### config.mk
export PLATFORM = sky130hd
export DESIGN_NAME = fft_stage_sequencer
export DESIGN_NICKNAME = d
export VERILOG_FILES = /design/src/rtl/fft_pkg.sv /design/src/rtl/fft_bfly_counter.sv /design/src/rtl/fft_stage_sequencer.sv
export SDC_FILE = /design/constraint.sdc
export NUM_CORES = 1
export LEC_CHECK = 0
export ABC_AREA = 1
export ABC_CLOCK_PERIOD_IN_PS = 3100
export CORE_ASPECT_RATIO = 1.1
export CORE_MARGIN = 3
export CORE_UTILIZATION = 35
export DETAILED_ROUTE_END_ITERATION = 10
export PLACE_DENSITY = 0.58
export SYNTH_ARGS = -nofsm -noshare
export SYNTH_HDL_FRONTEND = slang
export SYNTH_SLANG_ARGS = --single-unit
### constraint.sdc
create_clock -name clk_i -period 3.1 [get_ports clk_i]
set_clock_uncertainty 0.15 [all_clocks]
set_input_delay 0.31 -clock clk_i [delete_from_list [all_inputs] [get_ports clk_i]]
set_output_delay 0.31 -clock clk_i [all_outputs]
set_load 0.01 [all_outputs]
### src/rtl/fft_pkg.sv
// Shared FFT definitions: sequencer state encoding, default transform size
// and the bit-reversal helper also used by the sample loader.
package fft_pkg;

    localparam int FFT_SIZE_DEFAULT = 16;
    localparam int LOG2_N           = $clog2(FFT_SIZE_DEFAULT);

    typedef enum logic [2:0] {
        ST_IDLE,
        ST_RD_V,
        ST_RD_U,
        ST_CALC,
        ST_WR_U,
        ST_WR_V,
        ST_DONE
    } fft_seq_state_e;

    // Reverse the low 'width' bits of value; upper result bits are zero.
    function automatic logic [31:0] bit_reverse(input logic [31:0] value,
                                                input int unsigned width);
        logic [31:0] rest;
        logic [31:0] result;
        rest   = value;
        result = '0;
        for (int unsigned i = 0; i < width; i++) begin
            result = {result[30:0], rest[0]};
            rest   = rest >> 1;
        end
        return result;
    endfunction

endpackage

### src/rtl/fft_bfly_counter.sv
// Nested butterfly/group/stage counter for the radix-2 DIT walk.
// b counts within a group, g counts groups within a stage, s counts stages.
// The advance that retires the final butterfly wraps everything back to 0.
module fft_bfly_counter #(
    parameter int FFT_SIZE = 16,
    parameter int LOG2_N   = $clog2(FFT_SIZE)
) (
    input  logic              clk_i,
    input  logic              rst_ni,
    input  logic              advance_i,
    input  logic              clear_i,
    output logic              last_o,
    output logic [LOG2_N-1:0] s_o,
    output logic [LOG2_N-1:0] g_o,
    output logic [LOG2_N-1:0] b_o
);

    localparam logic [LOG2_N-1:0] ONE    = LOG2_N'(1);
    localparam logic [LOG2_N-1:0] HALF   = LOG2_N'(FFT_SIZE / 2);
    localparam logic [LOG2_N-1:0] S_LAST = LOG2_N'(LOG2_N - 1);

    logic [LOG2_N-1:0] s_q;
    logic [LOG2_N-1:0] g_q;
    logic [LOG2_N-1:0] b_q;
    logic [LOG2_N-1:0] b_end;
    logic [LOG2_N-1:0] g_end;
    logic              b_wrap;
    logic              g_wrap;

    // Terminal values for the current stage: 2^s butterflies, N/2^(s+1) groups.
    always_comb begin
        b_end  = (ONE << s_q) - ONE;
        g_end  = (HALF >> s_q) - ONE;
        b_wrap = (b_q == b_end);
        g_wrap = (g_q == g_end);
        last_o = (s_q == S_LAST) && g_wrap && b_wrap;
    end

    // Counter registers; clear dominates advance.
    always_ff @(posedge clk_i or negedge rst_ni) begin
        if (!rst_ni) begin
            s_q <= '0;
            g_q <= '0;
            b_q <= '0;
        end else if (clear_i) begin
            s_q <= '0;
            g_q <= '0;
            b_q <= '0;
        end else if (advance_i) begin
            if (last_o) begin
                s_q <= '0;
                g_q <= '0;
                b_q <= '0;
            end else if (b_wrap) begin
                b_q <= '0;
                if (g_wrap) begin
                    g_q <= '0;
                    s_q <= s_q + ONE;
                end else begin
                    g_q <= g_q + ONE;
                end
            end else begin
                b_q <= b_q + ONE;
            end
        end
    end

    assign s_o = s_q;
    assign g_o = g_q;
    assign b_o = b_q;

endmodule

### src/rtl/fft_stage_sequencer.sv
// In-place radix-2 DIT FFT control sequencer: walks every butterfly of every
// stage, driving RAM address/write enable, twiddle index and datapath strobes.
//
// state   | meaning
// --------+-----------------------------------------------------------
// IDLE    | waiting for start_i, counters held at 0
// RD_V    | present v address to RAM
// RD_U    | present u address, datapath captures rdata as v
// CALC    | hold u address, datapath captures rdata as u, registers results
// WR_U    | write u_new to u address
// WR_V    | write v_new to v address, then next butterfly or DONE
// DONE    | one-cycle completion pulse
module fft_stage_sequencer
    import fft_pkg::*;
#(
    parameter int FFT_SIZE = 16,
    parameter int LOG2_N   = $clog2(FFT_SIZE)
) (
    input  logic              clk_i,
    input  logic              rst_ni,
    input  logic              start_i,
    input  logic              clear_i,
    input  logic              halt_i,
    output logic              busy_o,
    output logic              done_o,
    output logic [LOG2_N-1:0] stage_o,
    output logic [LOG2_N-1:0] mem_addr_o,
    output logic              mem_we_o,
    output logic              wsel_o,
    output logic              cap_v_o,
    output logic              cap_u_o,
    output logic [LOG2_N-1:0] tw_addr_o
);

    localparam logic [LOG2_N-1:0] ONE   = LOG2_N'(1);
    localparam logic [LOG2_N-1:0] S_MAX = LOG2_N'(LOG2_N - 1);

    fft_seq_state_e    state_q;
    fft_seq_state_e    state_d;
    logic              cnt_advance;
    logic              cnt_clear;
    logic              cnt_last;
    logic [LOG2_N-1:0] s_cnt;
    logic [LOG2_N-1:0] g_cnt;
    logic [LOG2_N-1:0] b_cnt;
    logic [LOG2_N-1:0] u_addr;
    logic [LOG2_N-1:0] v_addr;
    logic [LOG2_N-1:0] tw_val;

    // A butterfly retires on an unhalted WR_V; counters sit at 0 while idle.
    assign cnt_advance = (state_q == ST_WR_V) && !halt_i && !clear_i;
    assign cnt_clear   = clear_i || (state_q == ST_IDLE);

    fft_bfly_counter #(
        .FFT_SIZE (FFT_SIZE),
        .LOG2_N   (LOG2_N)
    ) u_bfly_counter (
        .clk_i     (clk_i),
        .rst_ni    (rst_ni),
        .advance_i (cnt_advance),
        .clear_i   (cnt_clear),
        .last_o    (cnt_last),
        .s_o       (s_cnt),
        .g_o       (g_cnt),
        .b_o       (b_cnt)
    );

    // Butterfly addresses and twiddle index from registered counters only.
    always_comb begin
        u_addr = (g_cnt << (s_cnt + ONE)) + b_cnt;
        v_addr = u_addr + (ONE << s_cnt);
        tw_val = b_cnt << (S_MAX - s_cnt);
    end

    // State register.
    always_ff @(posedge clk_i or negedge rst_ni) begin
        if (!rst_ni) begin
            state_q <= ST_IDLE;
        end else begin
            state_q <= state_d;
        end
    end

    // Next state: clear wins over everything, halt freezes busy states only.
    always_comb begin
        state_d = state_q;
        if (clear_i) begin
            state_d = ST_IDLE;
        end else begin
            case (state_q)
                ST_IDLE: if (start_i) state_d = ST_RD_V;
                ST_RD_V: if (!halt_i) state_d = ST_RD_U;
                ST_RD_U: if (!halt_i) state_d = ST_CALC;
                ST_CALC: if (!halt_i) state_d = ST_WR_U;
                ST_WR_U: if (!halt_i) state_d = ST_WR_V;
                ST_WR_V: if (!halt_i) state_d = cnt_last ? ST_DONE : ST_RD_V;
                ST_DONE: state_d = ST_IDLE;
                default: state_d = ST_IDLE;
            endcase
        end
    end

    // Per-state outputs; halt gates only the strobes, never the addresses.
    always_comb begin
        busy_o     = 1'b0;
        done_o     = 1'b0;
        mem_addr_o = '0;
        mem_we_o   = 1'b0;
        wsel_o     = 1'b0;
        cap_v_o    = 1'b0;
        cap_u_o    = 1'b0;
        tw_addr_o  = '0;
        case (state_q)
            ST_RD_V: begin
                busy_o     = 1'b1;
                mem_addr_o = v_addr;
                tw_addr_o  = tw_val;
            end
            ST_RD_U: begin
                busy_o     = 1'b1;
                mem_addr_o = u_addr;
                tw_addr_o  = tw_val;
                cap_v_o    = !halt_i;
            end
            ST_CALC: begin
                busy_o     = 1'b1;
                mem_addr_o = u_addr;
                tw_addr_o  = tw_val;
                cap_u_o    = !halt_i;
            end
            ST_WR_U: begin
                busy_o     = 1'b1;
                mem_addr_o = u_addr;
                tw_addr_o  = tw_val;
                mem_we_o   = !halt_i;
            end
            ST_WR_V: begin
                busy_o     = 1'b1;
                mem_addr_o = v_addr;
                tw_addr_o  = tw_val;
                mem_we_o   = !halt_i;
                wsel_o     = 1'b1;
            end
            ST_DONE: done_o = 1'b1;
            default: ;
        endcase
    end

    assign stage_o = s_cnt;

endmodule

==> metrics.yaml, run 1 <==
sta:
  final_max_slew_viol_count: 0
  layout_setup_ws_ns: -0.460
  rsz0062_at_grt: "yes"
  layout_min_cycle_time_ns: 3.56
  fmax_ghz: 0.281
  fin_crit_sh_pct: 115
  relSlewSlack_pct: 51.4
  finalSetupTns_ns: -1.20
  final_hold_viol_count: 0
  worst_pin_slew_ns: 0.727
  setup_viol: 3
power:
  power_switching_uw: 741
  power.internal_uw: 783
  powerDensity_nw_per_um2: 613
  irDropWorstVdd_mv: 0.285
  swShare_pct: 48.6
  clkPwrFrac_pct: 10.4
  pwr-share-comb_pct: 72.2
  p_seq_share_pct: 17.4
  p_leak_nw: 1.23
grt:
  grt_pass1_vias: 1815
  grt_pass1_wl_um: 8290
  grtUsageTotal_pct: 17.8
  grt-ovfl-total: 0
  antenna_found_initial: 0
  grt_start_max_net_pins: 16
placed_design:
  place.port_buffers: 22
  place.gp.congestion: 0.812
  place_inst: 365
  dp_hpwl_um: 3870
critical_path:
  critical_path.max_fanout: 3
  crit_family: "adder cells"
  r2r-start: "u_bfly_counter.s_o[0]"
  cp-end-kind: "output port"
  cpPeakStageDelay_ns: 0.49
  start_kind: "flop"
  critPathKind: "flop to output port"
  worst_path_max_delay_cell: "fa_2"
  cp.arrival_ns: 3.10
  required_ns: 2.64
  cp_cell_sequence: "ha_4 -> xor2_4 -> nor2_2 -> inv_2 -> nor4_4 -> ha_4 -> fa_2 -> fa_2 -> or2_4 -> a32o_2 -> buf_6"
  timing.reg2reg.setup_slack_ns: 0.42
  rr_endpoint: "u_bfly_counter.s_o[0]"
  critPathBufInv: 2
  rr_worst_depth: 16
logic_synthesis:
  synth_area_leaders: "dfrtp_1 (21%), nand2_1 (17%), ha_1 (9.9%), nand3_1 (6.8%), inv_1 (6.2%)"
  synth_top_area_cell: "dfrtp_1"
  synth_warnings: 0
  synth.avg_cell_area_um2: 6.66
  yosysSeqAreaShare_pct: 21.3
  synth-seq-cells: 15
  yosysTopAreaCellShare_pct: 21.3
  synth.lib_cells_used.distinct: 38
  synth_fp_nets: 286
  syn_area_um2: 1760
  syn_inst: 265
clocking:
  htree_levels: 1
  clockRootBuffer: "clkbuf_8"
  cts_max_path_buffers: 2
  cts_buffers: 3
  clk_pin_slew_ns: 0.06
  ctsHoldBuffers: 0
  cts_tree: "yes"
  worstSkewPairLatency_ns: 0.24
  clkSinkCount: 15
route:
  wl_per_cell_um: 12.9
  ant_nets: 0
  drtIter0Drc: 76
  avgViaCountPerCell: 4.83
  wl_um: 4830
  drc_errors: 0
  vias: 1817
  firstDrtPassIters: 4
outcome:
  outcome: "complete, but fails checks"
  violations: "negative setup slack"
finish:
  antenna_cells: 0
  fin_util_pct: 52.4
  final_cell_mix: "nand2_1 (79), buf_4 (33), inv_1 (27), nand3_1 (22), nor2_1 (19)"
  layoutNonFillerInstCount: 376
  final_common_cell: "nand2_1"
  finalNetCount: 342
  fillerInstances: 488
  syn_to_final_growth_pct: 41.0
  drive_gt1_share_pct: 28.1
hold_path:
  hp-class: "input port to asynchronous set/reset pin"
floorplan:
  die-area_um2: 5930
  die_h_um: 80.5
  fp.dieW_um: 73.7
  ioPinCount: 23
  num_rows: 26
  start_util_pct: 37.1
  core_um2: 4750
job:
  maxCapViolations: 0
[layer usage]
metal / GRT usage, % / up-vias / wire length, um
met1: 24.1 / 823 / 2310
met2: 28.5 / 26 / 2330
met5: 0 / - / 0
met4: 7.07 / 0 / 87
met3: 1.63 / 8 / 109
li1: - / 960 / -
[timing repair]
action                     CTS  global route
pin swaps                   11            12
buffers inserted             5             2
setup endpoints to repair    4             4
gates resized for setup     23            14
[state kept, by name, indices dropped and copies added (netlist names)]
register	count
u_bfly_counter.s_o	4
state_q	3
u_bfly_counter.b_o	4
u_bfly_counter.g_o	4
[power by group through the flow]
| stage | sequential [mW] | combinational [mW] | clock (mW) |
|---|---|---|---|
| floorplan | 0.273 | 0.660 | 0 |
| global placement | 0.271 | 1.00 | 0 |
| detailed placement | 0.271 | 1.01 | 0 |
| CTS | 0.263 | 1.05 | 0.163 |
| global route | 0.273 | 1.23 | 0.174 |
| finish | 0.266 | 1.10 | 0.158 |
[stage by stage]
| stage | hold slack, ns | setup slack [ns] | area [um^2] | power, mW |
|---|---|---|---|---|
| floorplan | -0.136 | -0.137 | 1820 | 0.933 |
| global placement | 0.396 | -0.682 | 2270 | 1.27 |
| detailed placement | 0.397 | -0.765 | 2270 | 1.28 |
| CTS | 0.365 | -0.581 | 2400 | 1.48 |
| global route | 0.395 | -0.628 | 2490 | 1.68 |
| finish | 0.350 | -0.460 | 2490 | 1.52 |
[final cells by class]
class | instances | area, um^2 | area share [%]
multi-input combinational | 209 | 1380 | 55.4
timing repair buffer | 57 | 480 | 19.3
sequential | 15 | 379 | 15.2
inverter | 35 | 134 | 5.38
tap | 56 | 70.1 | 2.82
clock buffer | 4 | 45.0 | 1.81
[cells in the mapped netlist]
cell       n
nand2_1   80
inv_1     29
nand3_1   24
nor2_1    21
dfrtp_1   15
ha_1      14
o21ai_0   12
xor2_1     7
a21oi_1    6
inv_2      5
nor2_2     4
nor3_1     4
buf_6      3
nand2_2    3
nor2_4     3
o22ai_1    3
xnor2_1    3
a22o_1     2
buf_2      2
fa_1       2
nand3_2    2
nand3b_1   2
nand4_1    2
nor2_8     2
o21ai_1    2
a211oi_1   1
a32o_1     1
and3_1     1
clkbuf_1   1
inv_4      1
nand2_4    1
nor2b_1    1
nor4_1     1
o211ai_1   1
o21a_1     1
o21bai_1   1
o31ai_1    1
or2_2      1
[worst register-to-register path, cell delays in order (launching register included)]
cell and delay (ns):
dfrtp_2 0.40, buf_4 0.13, buf_4 0.18, inv_4 0.05
buf_4 0.15, nor2_1 0.15, nand2_1 0.18, ha_1 0.33
xnor2_1 0.13, nor2_1 0.13, nand3_2 0.14, nand2_2 0.09
inv_2 0.07, nor2_8 0.14, inv_2 0.06, nand2_1 0.06
nand2_1 0.05
[kinds of logic (layout without fill, tap and decap cells)]
kind of cell               count (synthesis)  after routing  share of synthesized area (%)
buffers and inverters                     41             96                           10.3
AOI/OAI and AO/OA                         31             31                           10.4
DFF                                       15             15                           21.3
and+or+nand+nor                          152            152                           40.9
adders and majority gates                 16             16                           12.2
xor gates and xnor gates                  10             10                           4.96
[how the worst max path moves through the flow]
stage / endpoint / slack (ns) / cells after the start / start
2_1_floorplan: mem_addr_o[3] / -0.14 / 15 / u_bfly_counter.s_o[1]
3_3_place_gp: mem_addr_o[3] / -0.68 / 15 / u_bfly_counter.s_o[0]
3_5_place_dp: mem_addr_o[3] / -0.76 / 15 / u_bfly_counter.s_o[0]
4_1_cts: mem_addr_o[3] / -0.58 / 16 / u_bfly_counter.s_o[1]
5_1_grt: mem_addr_o[3] / -0.63 / 19 / u_bfly_counter.s_o[0]
6_report: mem_addr_o[2] / -0.46 / 11 / u_bfly_counter.s_o[0]
Note: power is estimated with default switching activity, not from simulation.
==> run 2: changes to the inputs <==
RECOVER_POWER = 100   (was not set)
SYNTH_HIERARCHICAL = 1   (was not set)
==> metrics.yaml, run 2 <==
outcome:
  outcome: "complete, but fails checks"
  violations: "negative setup slack"
route:
  firstDrtPassIters: 4  # unchanged
  avgViaCountPerCell: 4.93  # +2.0%
  wl_per_cell_um: 11.9  # -7.4%
  ant_nets: 0  # unchanged
  drc_errors: 0  # unchanged
  drtIter0Drc: 51  # -33%
  vias: 1982  # +9.1%
  wl_um: 4790  # -0.97%
placed_design:
  place.port_buffers: 22  # unchanged
  dpl_worst_slack_ns: -0.517  # +0.248 ns
  dp_hpwl_um: 3880  # +0.40%
  placedInstanceArea_um2: 2360  # +3.7%
  place_inst: 393  # +7.7%
  place.gp.congestion: 0.862  # +6.3%
clocking:
  cts_max_path_buffers: 2  # unchanged
  clockRootBuffer: "clkbuf_8"
  cts_buffers: 3  # unchanged
  clk_pin_slew_ns: 0.06  # about the same
  worstSkewPairLatency_ns: 0.25  # about the same
  clkSinkCount: 15  # unchanged
  cts_tree: "yes"
  htree_levels: 1  # unchanged
finish:
  final_cell_mix: "nand2_1 (84), inv_1 (35), buf_4 (33), nor2_1 (31), nand3_1 (29)"
  drive_gt1_share_pct: 22.4  # -5.7 points
  antenna_cells: 0  # unchanged
  fillerInstances: 522  # +7.0%
  layoutNonFillerInstCount: 402  # +6.9%
  regArea_um2: 379  # unchanged
  fin_area_um2: 2450  # -1.7%
  multi_input_area_um2: 1300  # -5.5%
  finalNetCount: 364  # +6.4%
  final_common_cell: "nand2_1"
  syn_to_final_growth_pct: 33.3
power:
  p_leak_nw: 1.26  # +2.8%
  finalPower_mw: 1.88  # +23%
  powerDensity_nw_per_um2: 768  # +25%
  irDropWorstVdd_mv: 0.464  # +63%
sta:
  layout_setup_ws_ns: -0.300  # +0.160 ns
  relSlewSlack_pct: 53.6  # +2.2 points
  fin_crit_sh_pct: 110  # -5.2 points
  finalSetupTns_ns: -0.714  # +0.482 ns
  final_max_slew_viol_count: 0  # unchanged
  fmax_ghz: 0.294  # +4.7%
  rsz0062_at_grt: "yes"
  final_hold_viol_count: 0  # unchanged
  worst_pin_slew_ns: 0.693  # -0.0337 ns
  setup_viol: 3  # unchanged
  layout_min_cycle_time_ns: 3.40  # -0.160 ns
logic_synthesis:
  synth_warnings: 6  # +6
  async_flop_share_pct: 100  # unchanged
  synth.avg_cell_area_um2: 6.37  # -4.3%
  yosysTopAreaCellShare_pct: 20.4  # -0.83 points
  synth_area_leaders: "dfrtp_1 (20%), nand2_1 (17%), ha_1 (8.2%), nand3_1 (8.2%), inv_1 (7.8%)"
  synth.lib_cells_used.distinct: 37  # -2.6%
  syn_inst: 288  # +8.7%
  synth_top_area_cell: "dfrtp_1"
  synth-seq-cells: 15  # unchanged
  synth-edff-count: 0  # unchanged
  yosysSeqAreaShare_pct: 20.4  # -0.83 points
  synth_top_flop_cell: "dfrtp_1"
  synth_common_cells: "nand2_1 (83), inv_1 (38), nor2_1 (32)"
  synth_fp_nets: 307  # +7.3%
  syn_area_um2: 1840  # +4.0%
  synth_most_common_cell: "nand2_1"
floorplan:
  die-area_um2: 6150  # +3.7%
  ioPinCount: 23  # unchanged
  num_rows: 27  # +3.8%
  die_h_um: 82.0  # +1.9%
  start_util_pct: 36.5  # -0.68 points
  fp.dieW_um: 75.0  # +1.8%
  core_um2: 5030  # +6.0%
critical_path:
  cp.arrival_ns: 2.94  # -0.16 ns
  start_kind: "flop"
  required_ns: 2.64  # about the same
  rr_endpoint: "u_bfly_counter/s_o[1]"
  r2r-start: "u_bfly_counter/s_o[0]"
  timing.reg2reg.setup_slack_ns: 0.16  # -0.26 ns
  rr_worst_depth: 14  # -2
  cp-end-kind: "output port"
  critical_path.max_fanout: 5  # +2
  critPathKind: "flop to output port"
grt:
  grt_pass1_vias: 1798  # -0.94%
  antenna_found_initial: 0  # unchanged
  grt_start_max_net_pins: 16  # unchanged
  grtUsageTotal_pct: 16.4  # -1.4 points
  grt_pass1_wl_um: 7760  # -6.4%
  grt-ovfl-total: 0  # unchanged
job:
  maxCapViolations: 0  # unchanged
hold_path:
  hp-class: "input port to asynchronous set/reset pin"
run 2: kinds of logic after synthesis:
logic type / share of synthesized area [%]
xor+xnor: 5.25
buf+inv: 11.5
fa+ha+maj: 10.4
simple gates: 44.4
compound gates: 7.98
flops: 20.4
run 2: timing repair:
item	in CTS	in global routing
setup endpoints to repair	3	3
hold endpoints to repair	0	0
gates resized for setup	18	4
setup buffers	3	2
pin swaps	7	12
hold buffers	0	0
run 2: worst max-delay path, cell delays in order (launching register included):
cell,delay [ns]
dfrtp_2,0.45
ha_4,0.26
inv_4,0.06
nand3_4,0.08
nor2_4,0.09
ha_2,0.18
inv_2,0.04
fa_2,0.39
xnor2_4,0.21
ha_4,0.25
a21oi_4,0.16
nand2_1,0.06
nand2_1,0.05
nand2_1,0.06
nor2_1,0.10
nand3_1,0.09
nand2_2,0.07
buf_6,0.09
run 2: worst max-delay path by stage:
stage,from,endpoint,slack (ns)
after detailed placement,u_bfly_counter/s_o[0],mem_addr_o[3],-0.52
after CTS,u_bfly_counter/s_o[1],mem_addr_o[2],-0.31
after global placement,u_bfly_counter/s_o[0],mem_addr_o[3],-0.45
after global routing,u_bfly_counter/s_o[0],mem_addr_o[3],-0.46
final,u_bfly_counter/s_o[0],mem_addr_o[3],-0.30
after floorplan,u_bfly_counter/s_o[0],mem_addr_o[2],-0.02
run 2: layout make-up:
type	instances	share of cell area, %
Clock buffer	4	1.84
Tap cell	58	2.97
Multi-Input combinational cell	224	53.2
Sequential cell	15	15.5
Timing Repair Buffer	57	19.5
Inverter	44	6.96
run 2: where the power goes:
group	leakage, nW	internal (mW)	switching [mW]	total (mW)
sequential	0.200	0.237	0.0523	0.290
clock	0.0228	0.0913	0.0736	0.165
combinational	1.04	0.647	0.776	1.42
total	1.26	0.976	0.902	1.88
run 2: routing by layer:
metal / share of wire (%) / GRT usage [%] / vias to the layer above
met3: 2.6 / 1.47 / 9
met1: 46 / 21.5 / 909
met5: 0 / 0 / -
met4: 2.4 / 7.47 / 0
li1: - / - / 1034
met2: 49 / 26.8 / 30
run 2: stage by stage:
stage | hold WS [ns] | utilization [%]
3_3_place_gp | 0.462 | 46.8
2_1_floorplan | -0.136 | -
6_report | 0.389 | 48.6
4_1_cts | 0.352 | 48.5
5_1_grt | 0.454 | 48.6
3_5_place_dp | 0.478 | 46.8
==> run 3: changes to the inputs <==
CORE_MARGIN = not set   (was 3)
==> metrics.yaml, run 3 (synthesis results as in run 2) <==
outcome:
  outcome: "complete, but fails checks"
  violations: "negative setup slack"
grt:
  grt_use_met3_pct: 1.56  # +0.090 points
  met2_usage_pct: 29.4  # +2.6 points
  grt_pass1_vias: 1728  # -3.9%
  antenna_found_initial: 0  # unchanged
  grt-ovfl-total: 0  # unchanged
  grt-busiest-layer: "met2"
  grt_start_max_net_pins: 16  # unchanged
  grt_pass1_wl_um: 7750  # -0.18%
  grtUsageTotal_pct: 17.5  # +1.2 points
  grtUsageMet1_pct: 24.1  # +2.7 points
critical_path:
  worst_path_max_delay_cell: "fa_2"
  required_ns: 2.64  # about the same
  crit_family: "adder cells"
  cp-end-kind: "output port"
  critPathBufInv: 4  # +1
  cpPeakStageDelay_ns: 0.54  # +0.09 ns
  cp_cell_sequence: "ha_4 -> inv_4 -> nand3_4 -> nor2_4 -> ha_2 -> inv_2 -> fa_2 -> inv_2 -> fa_2 -> or2_4 -> a32o_2 -> buf_6"
  critical_path.max_fanout: 6  # +1
  critPathKind: "flop to output port"
  cp.arrival_ns: 2.95  # about the same
  start_kind: "flop"
floorplan:
  ioPinCount: 23  # unchanged
  core_um2: 5030  # unchanged
  fp.dieW_um: 71.0  # -5.3%
  die-area_um2: 5540  # -10%
  start_util_pct: 36.5  # unchanged
  die_h_um: 78.0  # -4.9%
  num_rows: 27  # unchanged
power:
  swShare_pct: 46.9  # -1.2 points
  irDropWorstVdd_mv: 0.340  # -27%
  powerDensity_nw_per_um2: 789  # +2.7%
  clkPwrFrac_pct: 8.1  # -0.7 points
  power.internal_mw: 1.02  # +5.0%
  power_switching_uw: 904  # +0.17%
  pwr-share-comb_pct: 76.8  # +1.0 points
  p_seq_share_pct: 15.1  # -0.3 points
  p_leak_nw: 1.25  # -0.94%
sta:
  setup_viol: 3  # unchanged
  layout_setup_ws_ns: -0.314  # -0.0138 ns
  final_max_slew_viol_count: 0  # unchanged
  worst_pin_slew_ns: 0.696  # +0.00297 ns
  rsz0062_at_grt: "yes"
  layout_min_cycle_time_ns: 3.41  # +0.0138 ns
  worst_hold_slack_ns: 0.381  # -0.00782 ns
  final_hold_viol_count: 0  # unchanged
  fmax_ghz: 0.293  # -0.40%
  relSlewSlack_pct: 53.2  # -0.47 points
  fin_crit_sh_pct: 110  # +0.44 points
clocking:
  clkSinkCount: 15  # unchanged
  worstSkewPairLatency_ns: 0.25  # about the same
  clockRootBuffer: "clkbuf_8"
  cts_tree: "yes"
  clk_pin_slew_ns: 0.06  # about the same
  cts_buffers: 3  # unchanged
  cts_max_path_buffers: 2  # unchanged
  htree_levels: 1  # unchanged
finish:
  antenna_cells: 0  # unchanged
  finalNetCount: 364  # unchanged
  final_cell_mix: "nand2_1 (84), inv_1 (35), nor2_1 (33), buf_4 (32), nand3_1 (30)"
  fin_area_um2: 2440  # about the same
  layoutNonFillerInstCount: 402  # unchanged
  syn_to_final_growth_pct: 33.2  # about the same
  drive_gt1_share_pct: 21.8  # -0.58 points
  final_common_cell: "nand2_1"
placed_design:
  place_inst: 393  # unchanged
  place.gp.congestion: 0.863  # about the same
  placedInstanceArea_um2: 2360  # unchanged
  dpl_worst_slack_ns: -0.481  # +0.0359 ns
  place.port_buffers: 22  # unchanged
  dp_hpwl_um: 3860  # -0.54%
route:
  vias: 1988  # +0.30%
  wl_um: 4610  # -3.6%
  wl_per_cell_um: 11.5  # -3.6%
  firstDrtPassIters: 6  # +2
  ant_nets: 0  # unchanged
  drc_errors: 0  # unchanged
  drtIter0Drc: 83  # +63%
  avgViaCountPerCell: 4.95  # +0.30%
job:
  maxCapViolations: 0  # unchanged
hold_path:
  hp-class: "input port to asynchronous set/reset pin"
run 3: power groups by stage:
| stage | combinational (mW) | clock, mW | sequential, mW |
|---|---|---|---|
| 2_1_floorplan | 0.933 | 0 | 0.305 |
| 3_5_place_dp | 1.40 | 0 | 0.295 |
| 3_3_place_gp | 1.38 | 0 | 0.295 |
| 5_1_grt | 1.65 | 0.174 | 0.299 |
| 4_1_cts | 1.53 | 0.161 | 0.291 |
| 6_report | 1.48 | 0.156 | 0.292 |
run 3: timing repair:
item                                    4_1_cts  5_1_grt
endpoints found under the setup margin        3        3
resized for setup                            21        2
hold buffers                                  0        0
hold endpoints to repair                      0        0
pin swaps                                    12       10
setup buffers                                 4        1
run 3: final cells by class:
cell class	instances	area (um^2)
clock buffer	4	45.0
fill	516	2590
inverter	44	170
multi-input combinational	224	1300
sequential	15	379
tap	58	72.6
timing repair buffer	57	477
run 3: per-stage QoR:
stage                     setup TNS [ns]  util [%]  power (mW)
final                             -0.668      48.6        1.93
after global routing               -1.14      48.6        2.13
after CTS                         -0.684      49.0        1.98
after detailed placement           -1.18      46.8        1.70
after global placement             -1.09      46.8        1.68
after floorplan                  -0.0157         -        1.24
run 3: worst paths after layout:
path / start / to / slack (ns) / cells after the start
worst max register to register: u_bfly_counter/s_o[3] / u_bfly_counter/s_o[1] / 0.20 / 13
min in group clk_i: u_bfly_counter/b_o[1] / u_bfly_counter/b_o[1] / 0.47 / 3
worst max-delay path: u_bfly_counter/s_o[0] / mem_addr_o[2] / -0.31 / 12
max in group asynchronous: rst_ni / u_bfly_counter/s_o[2] / 1.96 / 1
worst min register to register: u_bfly_counter/b_o[1] / u_bfly_counter/b_o[1] / 0.47 / 3
worst min-delay path: rst_ni / u_bfly_counter/g_o[2] / 0.38 / 1
run 3: worst register-to-register path: stages (launching register included):
cell and delay (ns):
dfrtp_1 0.42, clkbuf_1 0.17, nor2_1 0.27, nand3_1 0.15
ha_1 0.34, xnor2_1 0.13, nor2_1 0.11, nand3_1 0.17
nand2_1 0.10, nand2_1 0.17, nor2_1 0.37, inv_2 0.08
nand2_1 0.07, nand2_1 0.07
run 3: layer usage:
| metal | vias to the layer above | part of all wire, % |
|---|---|---|
| li1 | 1041 | - |
| met1 | 920 | 48 |
| met2 | 21 | 49 |
| met3 | 6 | 2.3 |
| met4 | 0 | 1.3 |
| met5 | - | 0 |
